==> config.mk <==
export PLATFORM = sky130hd
export DESIGN_NAME = spi_word_assembler
export DESIGN_NICKNAME = d
export VERILOG_FILES = /design/src/rtl/spi_word_assembler_pkg.sv /design/src/rtl/spi_word_assembler_sync_fifo.sv /design/src/rtl/spi_word_assembler.sv
export SDC_FILE = /design/constraint.sdc
export NUM_CORES = 1
export LEC_CHECK = 0
export CORE_ASPECT_RATIO = 1.4
export CORE_UTILIZATION = 45
export CTS_BUF_LIST = sky130_fd_sc_hd__clkbuf_8
export CTS_CLUSTER_SIZE = 30
export DETAILED_ROUTE_END_ITERATION = 10
export GPL_TIMING_DRIVEN = 0
export PLACE_DENSITY_LB_ADDON = 0.1
export REMOVE_ABC_BUFFERS = 1
export SETUP_SLACK_MARGIN = 0.5
export SLEW_MARGIN = 20
export SYNTH_ARGS = -nofsm -noshare
export SYNTH_HDL_FRONTEND = slang
export SYNTH_SLANG_ARGS = --single-unit
==> constraint.sdc <==
create_clock -name clk -period 3.2 [get_ports clk]
set_input_delay 0.64 -clock clk [delete_from_list [all_inputs] [get_ports clk]]
set_output_delay 0.64 -clock clk [all_outputs]
set_load 0.05 [all_outputs]
==> src/rtl/spi_word_assembler_pkg.sv <==
// Shared types and helpers for the SPI word assembler.
//
// Contents:
//   SPI_BYTE_W   width of one received SPI byte
//   cmd_word_t   64-bit command word consumed by the raytracing controller
//   level_width  bits needed to hold a FIFO occupancy of 0..depth
//   ptr_width    bits needed to address depth FIFO entries
`timescale 1ns/1ps

package spi_word_assembler_pkg;

   localparam int SPI_BYTE_W = 8;
   localparam int CMD_WORD_W = 64;

   typedef logic [CMD_WORD_W-1:0] cmd_word_t;

   function automatic int level_width(input int depth);
      return $clog2(depth + 1);
   endfunction

   function automatic int ptr_width(input int depth);
      return (depth > 1) ? $clog2(depth) : 1;
   endfunction

endpackage

==> src/rtl/spi_word_assembler_sync_fifo.sv <==
// First-word-fall-through synchronous FIFO holding assembled words.
//
// Parameters: WIDTH (word width), DEPTH (entries, power of two, >= 2)
// Ports:
//   clk      in   system clock
//   rst_     in   synchronous active-low reset
//   push_i   in   write data_i this cycle (ignored when full unless a pop
//                 happens in the same cycle)
//   data_i   in   word to write
//   pop_i    in   consume head word (ignored when empty)
//   data_o   out  head word, zero while empty
//   full_o   out  DEPTH words stored
//   empty_o  out  no words stored
//   level_o  out  number of words stored
`timescale 1ns/1ps

module sync_fifo
   import spi_word_assembler_pkg::*;
#(
   parameter int WIDTH = 64,
   parameter int DEPTH = 4
) (
   input  logic                          clk,
   input  logic                          rst_,
   input  logic                          push_i,
   input  logic [WIDTH-1:0]              data_i,
   input  logic                          pop_i,
   output logic [WIDTH-1:0]              data_o,
   output logic                          full_o,
   output logic                          empty_o,
   output logic [level_width(DEPTH)-1:0] level_o
);

   localparam int LW = level_width(DEPTH);
   localparam int PW = ptr_width(DEPTH);

   logic [WIDTH-1:0] mem_q [DEPTH];
   logic [PW-1:0]    wr_ptr_q, wr_ptr_d;
   logic [PW-1:0]    rd_ptr_q, rd_ptr_d;
   logic [LW-1:0]    count_q, count_d;
   logic             do_push, do_pop;

   assign empty_o = (count_q == '0);
   assign full_o  = (count_q == LW'(DEPTH));
   assign level_o = count_q;

   // A full FIFO still accepts a write when the head leaves in the same cycle.
   assign do_pop  = pop_i && !empty_o;
   assign do_push = push_i && (!full_o || do_pop);

   // Masked so the head reads zero after reset without clearing the storage.
   assign data_o = empty_o ? '0 : mem_q[rd_ptr_q];

   always_comb begin
      wr_ptr_d = wr_ptr_q;
      rd_ptr_d = rd_ptr_q;
      count_d  = count_q;
      if (do_push) wr_ptr_d = wr_ptr_q + 1'b1;
      if (do_pop)  rd_ptr_d = rd_ptr_q + 1'b1;
      case ({do_push, do_pop})
         2'b10:   count_d = count_q + 1'b1;
         2'b01:   count_d = count_q - 1'b1;
         default: count_d = count_q;
      endcase
   end

   always_ff @(posedge clk) begin
      if (!rst_) begin
         wr_ptr_q <= '0;
         rd_ptr_q <= '0;
         count_q  <= '0;
      end else begin
         wr_ptr_q <= wr_ptr_d;
         rd_ptr_q <= rd_ptr_d;
         count_q  <= count_d;
      end
   end

   always_ff @(posedge clk) begin
      if (do_push) mem_q[wr_ptr_q] <= data_i;
   end

endmodule

==> src/rtl/spi_word_assembler.sv <==
// Assembles SPI slave bytes into WORD_BYTES-byte words and buffers them in a
// FWFT FIFO drained by the raytracing controller over valid/ready.
//
// Parameters: WORD_BYTES, FIFO_DEPTH, MSB_FIRST, ALMOST_FULL, TIMEOUT_CYCLES
// Ports:
//   clk           in   system clock
//   rst_          in   synchronous active-low reset
//   i_byte_dv     in   i_byte valid strobe
//   i_byte        in   received byte
//   i_abort       in   chip-select released; drop the partial word
//   o_word_valid  out  FIFO head valid
//   i_word_ready  in   consumer takes the head word
//   o_word        out  FIFO head word
//   o_level       out  words stored
//   o_irq         out  registered level >= ALMOST_FULL (MCU busy pin)
//   o_overflow    out  sticky: a completed word was dropped
//   i_clr_ovf     in   clear o_overflow (a new drop in the same cycle wins)
//   o_timeout     out  one-cycle pulse: partial word discarded after idling
//
// Build option: define SPI_ASM_TIMEOUT_EN to build the partial-word idle
// timeout; otherwise o_timeout is tied low and TIMEOUT_CYCLES is unused.
`timescale 1ns/1ps

module spi_word_assembler
   import spi_word_assembler_pkg::*;
#(
   parameter int WORD_BYTES     = 8,
   parameter int FIFO_DEPTH     = 4,
   parameter bit MSB_FIRST      = 1'b1,
   parameter int ALMOST_FULL    = FIFO_DEPTH - 1,
   parameter int TIMEOUT_CYCLES = 100000
) (
   input  logic                               clk,
   input  logic                               rst_,
   input  logic                               i_byte_dv,
   input  logic [SPI_BYTE_W-1:0]              i_byte,
   input  logic                               i_abort,
   output logic                               o_word_valid,
   input  logic                               i_word_ready,
   output logic [WORD_BYTES*SPI_BYTE_W-1:0]   o_word,
   output logic [level_width(FIFO_DEPTH)-1:0] o_level,
   output logic                               o_irq,
   output logic                               o_overflow,
   input  logic                               i_clr_ovf,
   output logic                               o_timeout
);

   localparam int W  = WORD_BYTES * SPI_BYTE_W;
   localparam int LW = level_width(FIFO_DEPTH);
   localparam int CW = ptr_width(WORD_BYTES);
   localparam logic [CW-1:0] CNT_LAST = CW'(WORD_BYTES - 1);

   // The final byte of a word goes straight from i_byte into the FIFO, so the
   // shift register only needs to hold the first WORD_BYTES-1 bytes.
   logic [CW-1:0]  cnt_q, cnt_d;
   logic [W-9:0]   shreg_q, shreg_d;
   logic [W-9:0]   shift_next;
   logic [W-1:0]   word_full;
   logic           ovf_q, ovf_d;
   logic           irq_q, irq_d;
   logic           tmo_q, tmo_d;
   logic           timeout_fire;

   logic           byte_take;
   logic           word_done;
   logic           drop;

   logic [W-1:0]   fifo_data;
   logic           fifo_full;
   logic           fifo_empty;
   logic [LW-1:0]  fifo_level;

   assign byte_take = i_byte_dv && !i_abort;
   assign word_done = byte_take && (cnt_q == CNT_LAST);
   assign drop      = word_done && fifo_full && !i_word_ready;

   generate
      if (MSB_FIRST) begin : g_msb
         assign word_full = {shreg_q, i_byte};
         if (WORD_BYTES == 2) begin : g_two
            assign shift_next = i_byte;
         end else begin : g_wide
            assign shift_next = {shreg_q[W-17:0], i_byte};
         end
      end else begin : g_lsb
         assign word_full = {i_byte, shreg_q};
         if (WORD_BYTES == 2) begin : g_two
            assign shift_next = i_byte;
         end else begin : g_wide
            assign shift_next = {i_byte, shreg_q[W-9:8]};
         end
      end
   endgenerate

`ifdef SPI_ASM_TIMEOUT_EN
   localparam int TW = $clog2(TIMEOUT_CYCLES + 1);
   localparam logic [TW-1:0] IDLE_RELOAD = TW'(TIMEOUT_CYCLES - 1);

   logic [TW-1:0] idle_q, idle_d;

   // Down-counter parked at reload while no word is in progress; reaching
   // zero with bytes pending means TIMEOUT_CYCLES idle cycles have passed.
   always_comb begin
      idle_d       = idle_q;
      timeout_fire = 1'b0;
      if (i_byte_dv || i_abort || (cnt_q == '0)) begin
         idle_d = IDLE_RELOAD;
      end else if (idle_q == '0) begin
         timeout_fire = 1'b1;
         idle_d       = IDLE_RELOAD;
      end else begin
         idle_d = idle_q - 1'b1;
      end
   end

   always_ff @(posedge clk) begin
      if (!rst_) idle_q <= IDLE_RELOAD;
      else       idle_q <= idle_d;
   end
`else
   assign timeout_fire = 1'b0;
`endif

   always_comb begin
      cnt_d   = cnt_q;
      shreg_d = shreg_q;
      if (i_abort || timeout_fire) begin
         cnt_d   = '0;
         shreg_d = '0;
      end else if (i_byte_dv) begin
         if (word_done) begin
            cnt_d   = '0;
            shreg_d = '0;
         end else begin
            cnt_d   = cnt_q + 1'b1;
            shreg_d = shift_next;
         end
      end
   end

   always_comb begin
      ovf_d = ovf_q;
      if (drop)           ovf_d = 1'b1;
      else if (i_clr_ovf) ovf_d = 1'b0;
      irq_d = (fifo_level >= LW'(ALMOST_FULL));
      tmo_d = timeout_fire;
   end

   always_ff @(posedge clk) begin
      if (!rst_) begin
         cnt_q   <= '0;
         shreg_q <= '0;
         ovf_q   <= 1'b0;
         irq_q   <= 1'b0;
         tmo_q   <= 1'b0;
      end else begin
         cnt_q   <= cnt_d;
         shreg_q <= shreg_d;
         ovf_q   <= ovf_d;
         irq_q   <= irq_d;
         tmo_q   <= tmo_d;
      end
   end

   sync_fifo #(
      .WIDTH (W),
      .DEPTH (FIFO_DEPTH)
   ) u_fifo (
      .clk     (clk),
      .rst_    (rst_),
      .push_i  (word_done),
      .data_i  (word_full),
      .pop_i   (i_word_ready),
      .data_o  (fifo_data),
      .full_o  (fifo_full),
      .empty_o (fifo_empty),
      .level_o (fifo_level)
   );

   assign o_word_valid = !fifo_empty;
   assign o_word       = fifo_data;
   assign o_level      = fifo_level;
   assign o_irq        = irq_q;
   assign o_overflow   = ovf_q;
   assign o_timeout    = tmo_q;

endmodule

# [Yosys cells after proc, flatten, opt, wreduce, memory -nomap -nowiden]
# Memory sizes are Yosys's and may differ from the RTL's. A register that Yosys moved wholly into a read port is not among the register bits.
# Cells that the tools add are included.
# W data, S select, Z words.
[totals] reg_bits=68 latchBits=0 ram_bits=256 rom_bits=0 in_bits=14 out_inout_bits=71 word_cells=44 memories=1
[op_classes] addsub=5 mul=0 div=0 n_lt_le_gt_ge=1 eq_ne=4 n_shift=0 n_mux=10 n_bitwise=1 reduce_logical=15
[memory_table] memory="u_fifo.mem_q" words=4 width=64 rd=1 rd_ports_with_merged_regs=1 wr=1 line_no="spi_word_assembler_sync_fifo.sv:37" source="logic [WIDTH-1:0] mem_q [DEPTH];"
[op_table] operator="$mux W64" n=1
[op_table] operator="$mux W56" n=1
[op_table] operator="$add A3 B1 Y3 const B" n=2
[op_table] operator="$eq A3 B3 Y1 const B" n=2
[op_table] operator="$logic_and A1 B1 Y1" n=6
[op_table] operator="$pmux W3 S2" n=1
[op_table] operator="$add A2 B1 Y2 const B" n=2
[op_table] operator="$logic_not A1 Y1" n=4
[op_table] operator="$mux W1" n=4
[op_table] operator="$mux W2" n=2
[op_table] operator="$reduce_bool A2 Y1" n=2
[op_table] operator="$ge A3 B2 Y1 const B" n=1
[op_table] operator="$logic_not A3 Y1" n=1
[op_table] operator="$mux W3" n=1
[op_table] operator="$sub A3 B1 Y3 const B" n=1
[op_table] operator="$eq A2 B1 Y1 const B" n=1
[op_table] operator="$eq A2 B2 Y1 const B" n=1
[op_table] operator="$reduce_or A2 Y1" n=1
[op_table] operator="$logic_or A1 B1 Y1" n=1
[op_table] operator="$not A1 Y1" n=1

# [Logic depth before layout (Yosys ltp)]
# Gate-level depths: netlist of run 1.
[depth] ltp_word=7 ltp_mapped=11 ltp_nobuf=11

# [Cells and area by module]
# From an unflattened synthesis of run 1, not the netlist that was laid out.
[hier_totals] hier_cells=686 area_unflattened_um2=12731.0
[modules_own_cells] mod="sync_fifo" instances=1 cells_per_inst=473 area_per_inst_um2=10375.0 seq_area_each_um2=7867.5
[modules_own_cells] mod="spi_word_assembler" instances=1 cells_per_inst=213 area_per_inst_um2=2356.0 seq_area_each_um2=1221.2

# [Worst setup path before layout of run 1]
# No wires, ideal clock.
[synth_path] path_type="input-to-reg" start="input i_byte_dv" end="memory u_fifo.mem_q[2][0] (enable)" setup_time_ns=0.429 t_arrival_ns=2.815 t_required_ns=2.771 path_slack_ns=-0.044 stages=4 path_buffers=1 path_cell_list="buf_2 nand3b_2 nor2_1 and2_1"
[synth_via] elab_chain_cells=5
[synth_rtl] element="from (decl)" line_no="spi_word_assembler.sv:35" source="input logic i_byte_dv,"
[synth_rtl] element="$logic_and A1 B1 Y1" line_no="spi_word_assembler.sv:73" source="assign byte_take = i_byte_dv && !i_abort;"
[synth_rtl] element="$logic_and A1 B1 Y1" line_no="spi_word_assembler.sv:74" source="assign word_done = byte_take && (cnt_q == CNT_LAST);"
[synth_rtl] element="$logic_and A1 B1 Y1" line_no="spi_word_assembler_sync_fifo.sv:49" source="assign do_push = push_i && (!full_o || do_pop);"
[synth_rtl] element="$mux W1" line_no="spi_word_assembler_sync_fifo.sv:80" source="if (do_push) mem_q[wr_ptr_q] <= data_i;"
[synth_rtl] element="$mux W1 (implied by the code)" line_no="spi_word_assembler_sync_fifo.sv:80"
[synth_rtl] element="to (decl)" line_no="spi_word_assembler_sync_fifo.sv:37"
# No other way between the ends.

==> results by group, run 1 <==
Status
  • Status: complete, no violations

Die
  • Initial Util: 45.6%
  • Num rows: 72
  • Die area: 28600 um2
  • Die width: ~140 um
  • CORE AREA: 27600 um2
  • Die Y: 200 um
  • # IOs: 85

CTS
  • CTS clk-pin slew, worst paths: 0.06 ns
  • Clock sinks: 326
  • Clk Tree Root Cell: clkbuf_8
  • Clk_lat worst skew: roughly 0.55 ns
  • Num CTS Buffers: 48
  • CTS tree: done
  • CTS max path bufs: 3
  • H-tree depth: 2

Synthesis
  • Mux cell area share after synthesis: between 10% and 20%
  • Top FF cell, synth: edfxtp_1
  • Adder-cell area share of the yosys netlist: 0.856%
  • Compound-gate portion of the synthesized area: approximately 2.6%
  • Mapped cell area: 12600 um2
  • YS warnings: 0
  • Synth area leaders: edfxtp_1 61%, dfxtp_1 11%, mux4_2 11%, and2_1 3.5%, nand2b_1 3.1%
  • XOR/XNOR Fraction of Synth Area: 0.209%
  • Post-synthesis sequential area ratio: 72.3%
  • Post-synthesis cell type count: 34
  • EDFF count, synth: around 260
  • Syn avg cell area: 17.2 um2
  • Largest family of logic cells by synthesized area: multiplexers
  • Post-Synth Simple-Gate Area: 9.61%
  • Synth top area share: 61.2%
  • Cell taking the most area after synthesis: edfxtp_1
  • Fraction of registers with async set/reset: 0%
  • Yosys reg bits: 326
  • Synthesized instance count: ~730

Worst setup path
  • Crit path largest cell delay: 0.49 ns
  • Setup CP Type: reg -> out
  • Crit-path cells: buf_12, buf_4, mux4_2, and2_1, buf_4
  • CP Data Required Time: 2.56 ns
  • Crit end category: output pin
  • R2r startpoint: cnt_q[0]
  • Reg2Reg Setup Slack: about 0.78 ns
  • R2R depth: 11
  • CP arrival: about 2.1 ns
  • FF-to-FF End: u_fifo.level_o[2]
  • CP dominant cell by count: buf_4
  • Crit-path max FO: 11
  • Startpoint Class: register
  • Slowest-stage cell, CP: mux4_2

Route
  • Avg WL per Cell: 21.2 um
  • Via Count: 6636
  • DRC errors left: 0
  • Number of vias per cell: 5.25
  • Iteration-0 DRC Markers: 385
  • Post-route ant nets: 0
  • Total routed wirelength: 26.8 mm
  • First-pass DRT Iterations: 5

Pwr
  • Seq pwr share: 58.8%
  • Switching Fraction: 20.3%
  • Lkg Pwr: 5.30 nW
  • Cell-internal power: 6.12 mW
  • PwrDens: 498 nW/um2
  • Part of the power in combinational logic: 1.2%
  • Switch Pwr: between 1.5 and 2 mW
  • Peak VDD IR: ~310 uV
  • Clock Power Share: 39.9%

Worst hold path
  • Hold Crit Class: reg -> reg
  • Hold path depth: 2
  • Hold Path End: o_overflow
  • Hold Startpoint: o_overflow

Layout
  • Most frequent cells in the layout: 256 x edfxtp_1, 65 x dfxtp_1, 64 x mux4_2
  • Layout cells sized above 1: 33.0%
  • Commonest non-fill, non-tap cell in the layout: edfxtp_1
  • Area grow syn2layout: 23.0%
  • Antenna cell count: 0
  • Nets@finish: 878
  • Design Area, Final: 15500 um2

Placed design
  • Post-detail-place hpwl: 12.6 mm
  • Pre-CTS WS: -0.317 ns
  • GPL Wtd Cong: roughly 0.69
  • Area after DPL: ~14000 um2
  • IO buf count: 83

STA
  • Setup TNS: 0 ns
  • Max Freq: 363 MHz
  • Slew headroom: 62.0%
  • Unrepaired setup endpoints after global routing: true
  • Minimum clock period: between 2 and 3 ns
  • Fin. Hold Viols: 0
  • Period utilization: 86.1%
  • Slew Viols, Final: 0
  • Slew @ Worst Pin: 0.570 ns
  • Setup violators final: 0
  • Skew final: between 0.01 and 0.015 ns
  • Final worst slack: 0.444 ns

GRT
  • Tot GR Track Use: 19.5%
  • First-pass GRT wire length: between 40 and 50 mm
  • Largest net degree at the start of global routing: 69
  • Grt ovf: 0
  • Initial antenna violation count: 0
  • Number of global-route vias before repair: 7143

Job
  • Max Cap Viol: 0
## state kept, by name (all words and copies together), names as in the netlist, named ones only
name,flops
shreg_q,56
u_fifo.level_o,3
o_irq,1
cnt_q,3
u_fifo.wr_ptr_q,2
u_fifo.rd_ptr_q,2
o_overflow,1
u_fifo.mem_q,256
## cells in the mapped netlist, drive strengths merged (5+ instances only)
| master | instances |
|---|---|
| mux4 | 64 |
| inv | 6 |
| ha | 7 |
| mux2i | 5 |
| dfxtp | 70 |
| nand3 | 57 |
| clkbuf | 23 |
| nand2 | 6 |
| and2 | 72 |
| buf | 27 |
| a21oi | 59 |
| nand2b | 62 |
| edfxtp | 256 |
## cell type report
class | count | area [um2]
Clock buffer | 55 | 757
Clock inverter | 33 | 133
Fill cell | 2252 | 12100
Inverter | 6 | 22.5
Multi-Input combinational cell | 356 | 3400
Sequential cell | 326 | 9100
Tap cell | 370 | 463
Timing Repair Buffer | 118 | 1580
## worst max-delay path by stage
stage | startpoint | endpoint | slack, ns | depth (start not counted)
floorplan | register | o_word[56] | -1.18 | 2
global placement | i_byte_dv | u_fifo.mem_q[1][4] | -7.25 | 4
detailed placement | i_abort | u_fifo.mem_q[0][59] | -0.32 | 5
CTS | register | o_word[32] | 0.38 | 5
global route | register | o_word[24] | 0.38 | 5
finish | register | o_word[14] | 0.44 | 5
## worst max-delay path, delay by kind of cell (launching register included)
kind	cells	cell delay (ns)
buffers and inverters	3	0.47
DFF	1	0.40
muxes	1	0.49
and+or+nand+nor	1	0.19
## layer usage
layer	vias up	routed length [um]	global-route usage, %
met3	47	1310	3.60
met5	-	0	0
met1	3379	10900	24.1
met4	0	604	6.42
met2	150	14000	34.4
li1	3060	-	-
## kinds of logic after synthesis
family	Yosys count
DFF	326
and+or+nand+nor	205
muxes	69
AOI/OAI and AO/OA	64
buffers and inverters	56
adders and majority gates	8
xor gates and xnor gates	3
other	1
## power by group through the flow
stage / combinational, mW / sequential (mW) / clock (mW)
2_1_floorplan: 0.0320 / 4.61 / 0
3_3_place_gp: 0.0905 / 4.62 / 0
3_5_place_dp: 0.0959 / 4.62 / 0
4_1_cts: 0.0961 / 4.52 / 3.15
5_1_grt: 0.103 / 4.52 / 3.32
6_report: 0.0957 / 4.52 / 3.07
## per-stage QoR
stage	cells	util (%)	power, mW	hold WS (ns)
3_5_place_dp	1145	50.3	4.71	0.480
3_3_place_gp	1135	49.3	4.71	0.458
4_1_cts	1254	55.1	7.77	0.491
5_1_grt	1264	56.1	7.95	0.521
6_report	1264	56.1	7.69	0.488
2_1_floorplan	682	-	4.65	0.449
## repair_timing
| item | CTS | global route |
|---|---|---|
| pin swaps | 5 | 16 |
| setup buffers | 9 | 9 |
| hold buffers | 0 | 0 |
| gates resized for setup | 480 | 48 |
| hold endpoints to repair | 0 | 0 |
| gates cloned | 12 | 1 |
| setup endpoints to repair | 323 | 170 |
Note: power is estimated with default switching activity, not from simulation.
==> inputs of run 2 (changes only) <==
Settings changed: CORE_MARGIN from default to 2, SLEW_MARGIN 20 to default.
==> run 2 against run 1 <==
Against the previous run:
- routed wire length is 2.9% higher
- cell area is 1.4% lower
- register-to-register slack worse by 0.04 ns
- flip-flop and latch count stayed put
- sequential share of layout area is 0.81 points higher
- sequential power hardly changed
- global-route usage is 0.88 points lower
- combinational power is 2.2% lower
- non-clock buffer count is 3 lower
- die area is 2.4% higher
- worst setup slack worse by 0.026 ns
==> results by group, run 2 (same netlist as run 1, synthesis figures left out) <==
Layout
  • Area grow syn2layout: 21.3%
  • Most frequent cells in the layout: 256 x edfxtp_1, 65 x dfxtp_1, 64 x mux4_2
  • Commonest non-fill, non-tap cell in the layout: edfxtp_1
  • Design Area, Final: 15200 um2
  • Fillers: around 2.3k
  • Regs by FF count: u_fifo.mem_q x256, shreg_q x56
  • Antenna cell count: 0
  • Max reg flops: 256
  • Biggest register: u_fifo.mem_q
  • Layout cells sized above 1: 32.0%
  • Nets@finish: 875
  • Final std cells w/o fill: 1262

GRT
  • Grt ovf: 0
  • Largest net degree at the start of global routing: 93
  • Initial antenna violation count: 0
  • Number of global-route vias before repair: 7263
  • Tot GR Track Use: 18.6%
  • First-pass GRT wire length: 41.3 mm

CTS
  • H-tree depth: 2
  • Clock sinks: approximately 330
  • CTS max path bufs: 3
  • CTS clk-pin slew, worst paths: 0.06 ns
  • Num CTS Buffers: 48
  • Hold-fix buffers at CTS: 0
  • Clk Tree Root Cell: clkbuf_8
  • CTS tree: done
  • Clk_lat worst skew: 0.57 ns

STA
  • Unrepaired setup endpoints after global routing: true
  • Slew headroom: 33.0%
  • Skew final: between 0.015 and 0.02 ns
  • Period utilization: 86.9%
  • Slew @ Worst Pin: 0.999 ns
  • Slew Viols, Final: 0
  • Setup violators final: 0
  • Max Freq: 359 MHz
  • Fin. Hold Viols: 0
  • Minimum clock period: 2.78 ns

Placed design
  • # placed instances: between 1k and 1.5k
  • Post-detail-place hpwl: 12.5 mm
  • GPL Wtd Cong: 0.678
  • Area after DPL: 13800 um2
  • IO buf count: 83

Die
  • Die area: 29300 um2
  • Initial Util: 45.6%
  • # IOs: 85
  • CORE AREA: 27600 um2
  • Die width: approximately 150 um
  • Num rows: about 70
  • Die Y: 202 um

Worst setup path
  • Crit end category: output pin
  • Crit-path max FO: 6
  • Setup CP Type: reg -> out
  • Startpoint Class: register
  • CP Data Required Time: 2.56 ns
  • CP arrival: 2.14 ns

Route
  • Post-route ant nets: 0
  • Total routed wirelength: between 20 and 30 mm
  • Via Count: about 6.8k
  • Number of vias per cell: 5.38
  • Avg WL per Cell: 21.9 um
  • First-pass DRT Iterations: 5
  • Iteration-0 DRC Markers: 412
  • DRC errors left: 0

Pwr
  • PwrDens: 505 nW/um2
  • Lkg Pwr: 5.23 nW
  • Total power: 7.70 mW
  • Peak VDD IR: ~290 uV

Worst hold path
  • Hold Crit Class: reg -> reg

Status
  • Status: complete, no violations

Job
  • Max Cap Viol: 0
run 2: cell types whose count changed in the layout (fill, tap and decap cells not counted), moves of 3 or more:
cell	delta
and2_4	-8
buf_6	-3
clkinv_1	+3
clkbuf_2	+3
inv_1	-3
clkbuf_16	+4
buf_16	-6
buf_12	-4
and2_1	+8
buf_2	+8
run 2: what timing repair did:
action,4_1_cts,5_1_grt
gates resized for setup,220,313
gates cloned,7,6
pin swaps,5,12
endpoints found under the setup margin,324,198
buffers inserted,8,9
run 2: path summary, 6_finish.rpt:
check                         start                end  slack, ns  cells after the start
hold reg to reg            cnt_q[2]           cnt_q[2]       0.49                      2
setup / recovery           register         o_word[16]       0.42                      5
setup reg to reg  u_fifo.level_o[0]  u_fifo.level_o[2]       0.74                      8
hold / removal             cnt_q[2]           cnt_q[2]       0.49                      2
run 2: final cells by class:
type | count | area [um2] | share of cell area (%)
tap | 370 | 463 | 3.04
timing repair buffer | 115 | 1400 | 9.17
multi-input combinational | 356 | 3370 | 22.1
clock buffer | 54 | 743 | 4.88
sequential | 326 | 9100 | 59.7
clock inverter | 35 | 143 | 0.936
inverter | 6 | 22.5 | 0.148
run 2: worst max-delay path, stage by stage, from the launching register on:
cell and delay [ns]:
dfxtp_4 0.41, buf_12 0.16, clkbuf_16 0.18, mux4_2 0.49, and2_4 0.17, buf_6 0.15
run 2: stage by stage:
stage | setup TNS [ns] | hold WS (ns) | utilization, % | setup slack (ns)
after global placement | -2278.28 | 0.458 | 49.3 | -7.22
after CTS | 0 | 0.467 | 54.0 | 0.177
final | 0 | 0.487 | 55.3 | 0.418
after detailed placement | -203.89 | 0.480 | 50.1 | -0.948
after global routing | 0 | 0.497 | 55.3 | 0.341
after floorplan | -252.35 | 0.449 | - | -1.18
run 2: where the power goes:
group	leakage [nW]	internal, mW	switching (mW)	total (mW)
Combinational	1.64	0.0369	0.0567	0.0936
Sequential	3.07	4.52	0.00640	4.52
Clock	0.522	1.55	1.53	3.08
Total	5.23	6.10	1.59	7.70
run 2: metal layers:
metal | vias up | global-route usage [%] | routed length, um
met5 | - | 0 | 0
met2 | 183 | 33.5 | 14400
met4 | 0 | 6.41 | 676
met3 | 52 | 3.54 | 1410
met1 | 3504 | 22.4 | 11100
li1 | 3048 | - | -
